File: src/rtl/axis_trigger_capture_pkg.sv
`default_nettype none
// ============================================================================
//  Module      : axis_trigger_capture_pkg
//  Description : State encoding and length helper shared by the trigger
//                capture block and its sub-modules.
//  Revision    : 1.0 - initial release
// ============================================================================
package axis_trigger_capture_pkg;

   // Capture sequencer states, explicit 3-bit encoding.
   typedef enum logic [2:0] {
      IDLE  = 3'd0,
      PRE   = 3'd1,
      ARMED = 3'd2,
      POST  = 3'd3,
      DONE  = 3'd4
   } state_t;

   // Post-trigger length including the trigger sample itself; never below 1,
   // so a frame always closes on (or after) the trigger sample.
   function automatic logic [31:0] calc_post_len(input logic [31:0] tot,
                                                 input logic [31:0] pre);
      if (tot <= pre) begin
         calc_post_len = 32'd1;
      end else begin
         calc_post_len = tot - pre;
      end
   endfunction

endpackage
`default_nettype wire

File: src/rtl/axis_trigger_capture_cntr.sv
`default_nettype none
// ============================================================================
//  Module      : trigger_capture_cntr
//  Description : Loadable down-counter with enable and zero flag. Load has
//                priority over decrement.
//  Revision    : 1.0 - initial release
// ============================================================================
module trigger_capture_cntr #(
   parameter int WIDTH = 16
) (
   input  logic             clk,
   input  logic             rst,
   input  logic             load,
   input  logic [WIDTH-1:0] load_val,
   input  logic             en,
   output logic             zero
);

   logic [WIDTH-1:0] cnt_q;
   logic [WIDTH-1:0] cnt_d;

   // Next count: load wins, otherwise decrement when enabled.
   always_comb begin
      cnt_d = cnt_q;
      if (load) begin
         cnt_d = load_val;
      end else if (en) begin
         cnt_d = cnt_q - WIDTH'(1);
      end
   end

   // Count register.
   always_ff @(posedge clk) begin
      if (rst) begin
         cnt_q <= '0;
      end else begin
         cnt_q <= cnt_d;
      end
   end

   assign zero = (cnt_q == '0);

endmodule
`default_nettype wire

File: src/rtl/axis_trigger_capture.sv
`default_nettype none
// ============================================================================
//  Module      : axis_trigger_capture
//  Description : Frames one triggered acquisition on an AXI-Stream sample
//                path: pre-trigger samples, wait for trigger, post-trigger
//                samples, tlast, and trigger position report.
//  Options     : AXIS_TRIGGER_CAPTURE_TIMEOUT_EN adds tmo_data and an
//                auto-trigger after tmo_data cycles spent in ARMED.
//  Revision    : 1.0 - initial release
// ============================================================================
module axis_trigger_capture
   import axis_trigger_capture_pkg::*;
#(
   parameter int AXIS_TDATA_WIDTH = 32,
   parameter int CNTR_WIDTH       = 16
) (
   input  logic                        aclk,
   input  logic                        areset,
   input  logic                        run_flag,
   input  logic [CNTR_WIDTH-1:0]       pre_data,
   input  logic [CNTR_WIDTH-1:0]       tot_data,
   input  logic                        trg_flag,
`ifdef AXIS_TRIGGER_CAPTURE_TIMEOUT_EN
   input  logic [CNTR_WIDTH-1:0]       tmo_data,
`endif
   output logic                        trg_armed,
   output logic                        done_flag,
   output logic [CNTR_WIDTH-1:0]       sts_data,
   output logic                        s_axis_tready,
   input  logic [AXIS_TDATA_WIDTH-1:0] s_axis_tdata,
   input  logic                        s_axis_tvalid,
   output logic [AXIS_TDATA_WIDTH-1:0] m_axis_tdata,
   output logic                        m_axis_tvalid,
   output logic                        m_axis_tlast,
   input  logic                        m_axis_tready
);

   localparam logic [CNTR_WIDTH-1:0] c_one = CNTR_WIDTH'(1);
   localparam logic [CNTR_WIDTH-1:0] c_two = CNTR_WIDTH'(2);

   state_t                state_q,    state_d;
   logic                  run_q,      run_d;
   logic                  arm_q,      arm_d;
   logic [CNTR_WIDTH-1:0] post_len_q, post_len_d;
   logic [CNTR_WIDTH-1:0] pos_q,      pos_d;
   logic [CNTR_WIDTH-1:0] sts_q,      sts_d;

   logic active;
   logic accept;
   logic trig_cond;
   logic tmo_hit;
   logic pre_load, pre_dec, pre_zero;
   logic post_load, post_dec, post_zero;

`ifdef AXIS_TRIGGER_CAPTURE_TIMEOUT_EN
   logic [CNTR_WIDTH-1:0] tmo_cnt_q, tmo_cnt_d;

   // Cycle counter while armed; it parks on the threshold so the hit stays
   // asserted until a sample is actually accepted as the auto-trigger.
   always_comb begin
      tmo_hit   = (tmo_data != '0) && (tmo_cnt_q == tmo_data);
      tmo_cnt_d = '0;
      if (state_q == ARMED) begin
         tmo_cnt_d = tmo_hit ? tmo_cnt_q : tmo_cnt_q + c_one;
      end
   end

   // Timeout counter register.
   always_ff @(posedge aclk) begin
      if (areset) begin
         tmo_cnt_q <= '0;
      end else begin
         tmo_cnt_q <= tmo_cnt_d;
      end
   end
`else
   assign tmo_hit = 1'b0;
`endif

   // Stream plumbing: frame states pass ready/valid straight through, idle
   // states swallow the input stream.
   always_comb begin
      active        = (state_q == PRE) || (state_q == ARMED) || (state_q == POST);
      s_axis_tready = active ? m_axis_tready : 1'b1;
      m_axis_tvalid = active & s_axis_tvalid;
      m_axis_tdata  = s_axis_tdata;
      accept        = s_axis_tvalid & s_axis_tready;
      trig_cond     = s_axis_tvalid & (trg_flag | tmo_hit);
      run_d         = run_flag;
      arm_d         = run_flag & ~run_q;
   end

   // Sequencer next state, counter controls and tlast.
   always_comb begin
      state_d      = state_q;
      post_len_d   = post_len_q;
      pos_d        = pos_q;
      sts_d        = sts_q;
      pre_load     = 1'b0;
      pre_dec      = 1'b0;
      post_load    = 1'b0;
      post_dec     = 1'b0;
      m_axis_tlast = 1'b0;
      case (state_q)
         IDLE, DONE: begin
            if (arm_q) begin
               post_len_d = CNTR_WIDTH'(calc_post_len(32'(tot_data), 32'(pre_data)));
               pos_d      = '0;
               sts_d      = '0;
               if (pre_data == '0) begin
                  state_d = ARMED;
               end else begin
                  pre_load = 1'b1;
                  state_d  = PRE;
               end
            end
         end
         PRE: begin
            // Counter holds samples remaining minus one; trg_flag ignored.
            if (accept) begin
               pos_d = pos_q + c_one;
               if (pre_zero) begin
                  state_d = ARMED;
               end else begin
                  pre_dec = 1'b1;
               end
            end
         end
         ARMED: begin
            m_axis_tlast = trig_cond & (post_len_q == c_one);
            if (trig_cond && s_axis_tready) begin
               sts_d = pos_q;
               if (tmo_hit && !trg_flag) begin
                  sts_d[CNTR_WIDTH-1] = 1'b1;
               end
               if (post_len_q == c_one) begin
                  state_d = DONE;
               end else begin
                  // Trigger sample already counted; load remaining-minus-one.
                  post_load = 1'b1;
                  state_d   = POST;
               end
            end else if (accept) begin
               pos_d = pos_q + c_one;
            end
         end
         POST: begin
            m_axis_tlast = s_axis_tvalid & post_zero;
            if (accept) begin
               if (post_zero) begin
                  state_d = DONE;
               end else begin
                  post_dec = 1'b1;
               end
            end
         end
         default: begin
            state_d = IDLE;
         end
      endcase
   end

   // Sequencer and bookkeeping registers.
   always_ff @(posedge aclk) begin
      if (areset) begin
         state_q    <= IDLE;
         run_q      <= 1'b0;
         arm_q      <= 1'b0;
         post_len_q <= '0;
         pos_q      <= '0;
         sts_q      <= '0;
      end else begin
         state_q    <= state_d;
         run_q      <= run_d;
         arm_q      <= arm_d;
         post_len_q <= post_len_d;
         pos_q      <= pos_d;
         sts_q      <= sts_d;
      end
   end

   trigger_capture_cntr #(.WIDTH(CNTR_WIDTH)) u_pre_cntr (
      .clk      (aclk),
      .rst      (areset),
      .load     (pre_load),
      .load_val (pre_data - c_one),
      .en       (pre_dec),
      .zero     (pre_zero)
   );

   trigger_capture_cntr #(.WIDTH(CNTR_WIDTH)) u_post_cntr (
      .clk      (aclk),
      .rst      (areset),
      .load     (post_load),
      .load_val (post_len_q - c_two),
      .en       (post_dec),
      .zero     (post_zero)
   );

   assign trg_armed = (state_q == ARMED);
   assign done_flag = (state_q == DONE);
   assign sts_data  = sts_q;

endmodule
`default_nettype wire

File: config.mk
export PLATFORM = sky130hd
export DESIGN_NAME = axis_trigger_capture
export DESIGN_NICKNAME = d
export VERILOG_FILES = /design/src/rtl/axis_trigger_capture_pkg.sv /design/src/rtl/axis_trigger_capture_cntr.sv /design/src/rtl/axis_trigger_capture.sv
export SDC_FILE = /design/constraint.sdc
export NUM_CORES = 1
export LEC_CHECK = 0
export ABC_AREA = 1
export BUFFER_PORTS_ARGS = -buffer_cell sky130_fd_sc_hd__buf_2
export CORE_MARGIN = 1.5
export CORE_UTILIZATION = 55
export DETAILED_ROUTE_END_ITERATION = 10
export PLACE_DENSITY = 0.8
export SYNTH_ARGS = -nofsm -noshare
export SYNTH_HDL_FRONTEND = slang
export SYNTH_SLANG_ARGS = --single-unit
File: constraint.sdc
create_clock -name aclk -period 3 [get_ports aclk]
set_input_delay 0.45 -clock aclk [delete_from_list [all_inputs] [get_ports aclk]]
set_output_delay 0.45 -clock aclk [all_outputs]
set_load 0.05 [all_outputs]
# --- Yosys cells after proc, flatten, opt, wreduce, memory -nomap -nowiden ---
# Cells that the tools add are included.
totals:
  ff_bits: 85
  input_bits: 70
  out_inout_bits: 53
  word_cells: 84
op_classes:
  add_sub_neg: 6
  magnitude_cmp: 1
  n_eq_ne: 12
  muxes: 34
  n_bitwise: 7
  n_reduce_logical: 16
ops:
  columns: ["op", "n"]
  rows:
  - ["$mux 16", 9]
  - ["$logic_not 16->1", 3]
  - ["$pmux 16 s3", 1]
  - ["$sub 16x1->16 const B", 3]
  - ["$pmux 16 s2", 1]
  - ["$mux 3", 7]
  - ["$add 16x1->16 const B", 1]
  - ["$eq 16x1->1 const B", 1]
  - ["$le 16x16->1", 1]
  - ["$sub 16x16->16", 1]
  - ["$sub 16x2->16 const B", 1]
  - ["$mux 1", 13]
  - ["$ne 2x2->1 const B", 6]
  - ["$pmux 3 s4", 1]
  - ["$and 1x1->1", 6]
  - ["$eq 3x2->1 const B", 2]
  - ["$reduce_and 3->1", 2]
  - ["$reduce_and 6->1", 1]
  - ["$reduce_bool 2->1", 3]
  - ["$eq 3x1->1 const B", 1]
  - ["$eq 3x3->1 const B", 1]
  - ["$logic_not 3->1", 1]
  - ["$reduce_bool 3->1", 1]
  - ["$logic_or 1x1->1", 2]
  - ["7 further kinds", 7]

# --- Logic depth before layout (Yosys ltp) ---
# Gate-level depths: netlist of run 1.
logic_depth:
  ltp_word: 9
  ltp_mapped: 16
  depth_no_buf: 15

# --- By module ---
# Synthesis of run 1 repeated with hierarchy kept, for this count alone.
unflattened:
  hier_cells: 1036
  area_unflattened_um2: 6553.8
by_module_without_submodules:
  columns: ["module", "instances", "cells_each", "area_per_inst_um2"]
  rows:
  - ["axis_trigger_capture", 1, 686, 4331.7]
  - ["trigger_capture_cntr", 2, 175, 1111.1]

# --- Least setup slack after synthesis of run 1 ---
# Ideal clock, no wire load.
synth_path:
  path_type: "register to output"
  start: "register u_post_cntr.cnt_q[0]"
  end: "output port m_axis_tlast"
  arrival_time_ns: 2.488
  setup_slack_ns: 0.062
  path_stages_with_launch: 11
  n_path_buf: 0
  path_cell_list: "dfxtp_1 inv_1 ha_1 inv_1 nor2_2 nand2_1 nor2_1 nand4_1 nor3_1 nand4_1 a211oi_1"
synth_between:
  elab_chain_cells: 3
synth_rtl:
  columns: ["item", "line", "rtl"]
  rows:
  - ["from (decl)", "axis_trigger_capture_cntr.sv:19", "logic [WIDTH-1:0] cnt_q;"]
  - ["from (signal assigned)", "axis_trigger_capture_cntr.sv:37", "cnt_q <= cnt_d;"]
  - ["$logic_not 16->1", "axis_trigger_capture_cntr.sv:41", "assign zero = (cnt_q == '0);"]
  - ["$and 1x1->1", "axis_trigger_capture.sv:148", "m_axis_tlast = s_axis_tvalid & post_zero;"]
  - ["$pmux 1 s2", "axis_trigger_capture.sv:104", "case (state_q)"]
  - ["to (decl)", "axis_trigger_capture.sv:34", "output logic m_axis_tlast,"]
# No other way between the ends.

# --- Worst setup path after layout of run 1 ---
# Same ends and word-level chain as after synthesis.

==> metrics.yaml, run 1 <==
run_status:
  outcome: "complete, no violations"
floorplanning:
  die_y_um: 108.9
  fp.coreArea_um2: 10890
  rows: 38
  start_util_pct: 56.61
  pin_count: 123
  die_w_um: 108.9
  die_area_um2: 11850
timing:
  max_slew_margin_pct: 38.96
  postLayoutSetupSlackWorst_ps: 205.4
  slew_violations: 0
  clock.fmax_mhz: 357.8
  hold_viol: 0
  setup_violations: 0
  period_needed_ps: 2795
  fin_skew_ps: 10.14
  finalCritPeriodShare_pct: 93.15
  setup_tns_ps: 0
  rsz0062_at_grt: "false"
  worstMarginPinSlew_ps: 914.7
synth:
  synth_most_common_cell: "nand2_1"
  async_reset_ff_share_pct: 0
  netlist.area_leader.share_pct: 27.61
  syn_area_per_cell_um2: 6.585
  yosysWarnings: 0
  ys_ff_latch: 85
  synthTopCellsByCount: "190 x nand2_1, 123 x inv_1, 86 x nor2_1, 85 x dfxtp_1, 77 x a21oi_1"
  synth_top_cells_by_area: "dfxtp_1 28%, nand2_1 12%, inv_1 7.5%"
  yosysTopAreaCell: "dfxtp_1"
  synth_fp_nets: 1027
  synth_cell_type_count: 44
  synth_flop_cell: "dfxtp_1"
  synth_cells: 936
  syn_area_um2: 6163
  ys_seq_area_share_pct: 27.61
  synth_edf_count: 0
detailed_routing:
  wl_per_cell_um: 13.05
  via_per_inst: 5.295
  drt-total-wl_mm: 14.30
  wl_met2_mm: 6.602
  antenna_left: 0
  drcViolationCount: 0
  drt-pass1-iter-count: 6
  drt_iter0_drc: 419
  via_count: 5803
  met1_length_mm: 6.629
  top_layer_used: "met4"
  met3_length_um: 827
setup_path:
  cp.arrival_ps: 2340
  critPathMaxFanout: 3
  reg2reg_slack_ps: 760
  path_class: "register to primary output"
  critPathCaptureType: "primary output"
  critPathRequiredTime_ps: 2550
  r2r.worst_path.cells: 9
  critPathLaunchType: "register"
  r2r-end: "u_post_cntr.cnt_q[4]"
  r2r_start: "post_len_q[2]"
power_and_ir_drop:
  power_density_nw_per_um2: 684.7
  power_mw: 4.455
  leakage_nw: 2.978
  vdd_drop_max_uv: 343.4
flow_run:
  drv_cap: 0
grt:
  grt_start_max_net_pins: 50
  grt_pass1_vias: 5406
  track_usage_pct: 25.70
  grt_pass1_wl_mm: 24.34
  antenna_found_initial: 0
  overflow: 0
clock_tree:
  path_clk_slew_ps: 90
  cts_max_path_buffers: 2
  cts_max_level: 3
  cts_tree: "built"
  numCtsBuffers: 9
  post-cts-setup-buffers: 0
  clockRootBuffer: "clkbuf_8"
  cts.sinks: 85
  clock_latency_ps: 370
min_path:
  hp-start: "run_flag"
  hp-class: "input pin to register"
  min_path_cells: 3
  worstHoldEndpoint: "run_q"
layout:
  fin_util_pct: 59.76
  stdcell_count: 1096
  finalNetCount: 1042
  n_antenna_cell: 0
  drive_gt1_share_pct: 16.32
  syn2layout_area_growth_pct: 5.562
placement:
  gp_congestion: 0.9515
  place_inst: 1080
  hpwl_mm: 10.94
  io_buffer_count: 58
  pre_cts_slack_ps: 408.5
## stage by stage
step                      hold slack, ps  area [µm²]
after floorplan                    374.4        6163
after global placement             378.3        6245
after detailed placement           386.6        6245
after CTS                          285.9        6477
after global routing               293.5        6506
final                              298.0        6506
## critical path, cell delays in order, from the launching register on
cell      delay, ps
dfxtp_1         320
inv_2            60
ha_2            170
inv_1            60
nor2_4          110
nand2_2          70
nor2_2          100
nand4_1         180
nor3_2          290
nand4_1         150
a211oi_2        260
buf_6           190
## cells in the final DEF (no fill, tap or decap), types with 4 or more instances in the layout
cell / Yosys / routed
xnor2_1: 13 / 13
nand4_1: 15 / 15
o21ai_0: 41 / 41
xor2_1: 19 / 19
inv_1: 123 / 121
nor3_1: 25 / 24
a31oi_1: 6 / 6
buf_4: 34 / 4
clkbuf_8: 0 / 11
o21bai_1: 4 / 4
nand2_1: 190 / 189
nand3_1: 69 / 69
dfxtp_1: 85 / 85
buf_2: 6 / 57
nand2_4: 6 / 6
o211ai_1: 12 / 12
a21oi_1: 77 / 77
inv_2: 7 / 9
ha_1: 20 / 19
nor2_2: 8 / 8
nor2_4: 5 / 6
nor4_1: 5 / 5
or2_2: 4 / 4
nand2_2: 27 / 28
nor2_1: 86 / 85
## power by group
part	leakage, nW	total (mW)	internal [mW]	switching [mW]
registers	0.689	1.36	1.25	0.104
clock network	0.117	0.942	0.520	0.422
logic	2.17	2.15	0.723	1.43
total	2.98	4.46	2.50	1.96
## per-layer routing
| layer | vias up | track usage [%] |
|---|---|---|
| met5 | - | 0 |
| met4 | 0 | 8.553 |
| met3 | 20 | 4.363 |
| met2 | 160 | 42.72 |
| met1 | 2607 | 33.68 |
| li1 | 3016 | - |
## sequential cells by signal (all words and copies together) (netlist names)
register           count
pos_q                 16
u_post_cntr.cnt_q     16
run_q                  1
state_q                3
u_pre_cntr.cnt_q      16
sts_data              16
arm_q                  1
post_len_q            16
## what timing repair did
action	CTS	global route
gates resized for setup	0	11
hold buffers	0	0
setup endpoints to repair	0	1
## worst max-delay path by stage
| stage | cells past startpoint | slack, ps | endpoint | start |
|---|---|---|---|---|
| after detailed placement | 16 | 410 | u_pre_cntr.cnt_q[14] | pre_data[13] |
| after floorplan | 10 | 60 | m_axis_tlast | u_post_cntr.cnt_q[0] |
| final | 11 | 210 | m_axis_tlast | u_post_cntr.cnt_q[0] |
| after global placement | 16 | 470 | u_pre_cntr.cnt_q[14] | pre_data[8] |
| after global routing | 11 | 10 | m_axis_tlast | u_post_cntr.cnt_q[0] |
| after CTS | 11 | 110 | m_axis_tlast | u_post_cntr.cnt_q[0] |
## final cells by class
type | count | area (µm²)
Tap cell | 140 | 175.2
Inverter | 133 | 506.7
Sequential cell | 85 | 1702
Multi-Input combinational cell | 660 | 3563
Fill cell | 1088 | 4382
Clock buffer | 12 | 155.1
Clock inverter | 4 | 77.57
Timing Repair Buffer | 62 | 326.6
## kinds of logic after synthesis
| family | count (synthesis) | synth area share (%) |
|---|---|---|
| AO/OA/AOI/OAI | 155 | 13.95 |
| buffers and inverters | 191 | 14.94 |
| flip-flops | 85 | 27.61 |
| adder cells (fa/ha/maj) | 21 | 4.385 |
| XOR/XNOR | 32 | 4.547 |
| AND/OR/NAND/NOR | 452 | 34.57 |
Note: power is estimated with default switching activity, not from simulation.
==> run 2, diff against run 1 <==
CORE_MARGIN = default   (was 1.5)
PLACE_DENSITY = 0.88   (was 0.8)
==> run 2 against run 1 <==
  * Register-to-register slack lost 120 ps
  * Cell count unchanged
  * Power shrank 2.0%
  * Non-clock buffer count is 1 higher
  * Global-route usage up 1.8 points
  * Critical path type unchanged
  * Largest cell class unchanged
  * Largest power group unchanged
==> metrics.yaml, run 2 (synthesized netlist as in run 1, its figures left out) <==
run_status:
  outcome: "complete, no violations"
setup_path:
  path_cells: "inv_1 -> ha_1 -> inv_1 -> nor2_2 -> nand2_1 -> nor2_1 -> nand4_1 -> nor3_2 -> nand4_1 -> a211oi_1 -> buf_4"
  critPathMaxFanout: 3
  r2r_start: "state_q[0]"
  crit_buf_inv: 3
  critPathRequiredTime_ps: 2550
  path_class: "register to primary output"
  critPathLaunchType: "register"
  r2r-end: "u_pre_cntr.cnt_q[14]"
  r2r.worst_path.cells: 14
  crit_slowest_cell: "dfxtp_1"
  critPathCaptureType: "primary output"
  reg2reg_slack_ps: 640
  max_stage_delay_ps: 310
  cp.arrival_ps: 2280
  cp_top_family: "simple AND/OR/NAND/NOR gates"
layout:
  stdcell_count: 1096
  mostFrequentLayoutCell: "nand2_1"
  nFillCells: 1031
  drive_gt1_share_pct: 15.69
  syn2layout_area_growth_pct: 4.649
  mostFrequentLayoutCells: "190 x nand2_1, 123 x inv_1, 86 x nor2_1"
  stdcell_area_um2: 6450
  n_antenna_cell: 0
  finalNetCount: 1043
clock_tree:
  clock_latency_ps: 390
  numCtsBuffers: 9
  post-cts-setup-buffers: 0
  clockRootBuffer: "clkbuf_8"
  cts_max_level: 3
  cts_max_path_buffers: 2
  cts_tree: "built"
  cts.sinks: 85
  path_clk_slew_ps: 80
floorplanning:
  die_y_um: 107.9
  die_area_um2: 11630
  die_w_um: 107.9
  start_util_pct: 56.61
  fp.coreArea_um2: 10890
  rows: 38
  pin_count: 123
timing:
  finalCritPeriodShare_pct: 90.98
  slew_violations: 0
  clock.fmax_mhz: 366.4
  period_needed_ps: 2729
  setup_violations: 0
  fin_skew_ps: 13.08
  hold_viol: 0
  max_slew_margin_pct: 37.69
  worstMarginPinSlew_ps: 933.6
min_path:
  hp-start: "run_flag"
  worstHoldEndpoint: "run_q"
  hp-class: "input pin to register"
  min_path_cells: 3
placement:
  gp_congestion: 0.9697
  io_buffer_count: 58
  place_inst: 1081
  postPlaceCellArea_um2: 6252
  hpwl_mm: 11.00
grt:
  grt_pass1_vias: 5503
  track_usage_pct: 27.48
  grt_pass1_wl_mm: 25.21
  overflow: 0
  grt_start_max_net_pins: 33
  antenna_found_initial: 0
detailed_routing:
  wl_per_cell_um: 13.53
  via_count: 5946
  via_per_inst: 5.425
  drcViolationCount: 0
  drt-pass1-iter-count: 8
  drt-total-wl_mm: 14.83
  antenna_left: 0
  drt_iter0_drc: 520
flow_run:
  drv_cap: 0
power_and_ir_drop:
  power_density_nw_per_um2: 676.9
  vdd_drop_max_uv: 335.2
  leakage_nw: 2.950
## run 2: changes by cell type in the layout (fill, tap and decap cells not counted), sizes merged
cell / delta
inv: -1
buf: +1
bufinv: -1
clkinvlp: +2
clkbuf: -2
clkinv: +1
## run 2: final cells by class
cell class,instances,area (µm²),share of cell area (%)
Sequential cell,85,1702,26.38
Clock inverter,5,62.56,0.9699
Inverter,133,506.7,7.856
Timing Repair Buffer,63,330.3,5.121
Multi-Input combinational cell,660,3546,54.98
Clock buffer,10,127.6,1.979
Tap cell,140,175.2,2.716
## run 2: what timing repair did
action / CTS / global route
hold buffers: 0 / 0
setup endpoints to repair: 0 / 1
resized for setup: 0 / 3
## run 2: worst max path at each step
stage,from,to,depth (start not counted)
CTS,u_post_cntr.cnt_q[0],m_axis_tlast,11
global placement,pre_data[1],u_pre_cntr.cnt_q[14],16
global route,u_post_cntr.cnt_q[0],m_axis_tlast,11
floorplan,u_post_cntr.cnt_q[0],m_axis_tlast,10
finish,u_post_cntr.cnt_q[0],m_axis_tlast,11
detailed placement,pre_data[0],u_pre_cntr.cnt_q[14],16
## run 2: tightest hold or removal path, stage by stage
cell,delay [ps]
buf_2,80
inv_1,40
nor2_1,70
## run 2: report_power, final
group	internal, mW	switching (mW)
clock network	0.383	0.447
registers	1.25	0.102
logic	0.717	1.46
total	2.36	2.01
## run 2: routing by layer
metal | wire length (µm) | GRT usage (%)
met4 | 230 | 7.339
met5 | 0 | 0
met3 | 1151 | 8.232
met1 | 6634 | 34.69
met2 | 6814 | 45.28
## run 2: through the flow
step / TNS, ps / util, % / worst slack, ps / power (mW) / hold slack [ps]
after global routing: -2.296 / 59.24 / -2.296 / 4.707 / 305.3
after floorplan: 0 / - / 62.09 / 3.199 / 374.4
after detailed placement: 0 / 57.42 / 481.9 / 3.485 / 393.7
after CTS: 0 / 59.17 / 113.9 / 4.325 / 271.4
after global placement: 0 / 57.42 / 534.9 / 3.452 / 382.9
final: 0 / 59.24 / 270.7 / 4.366 / 293.1
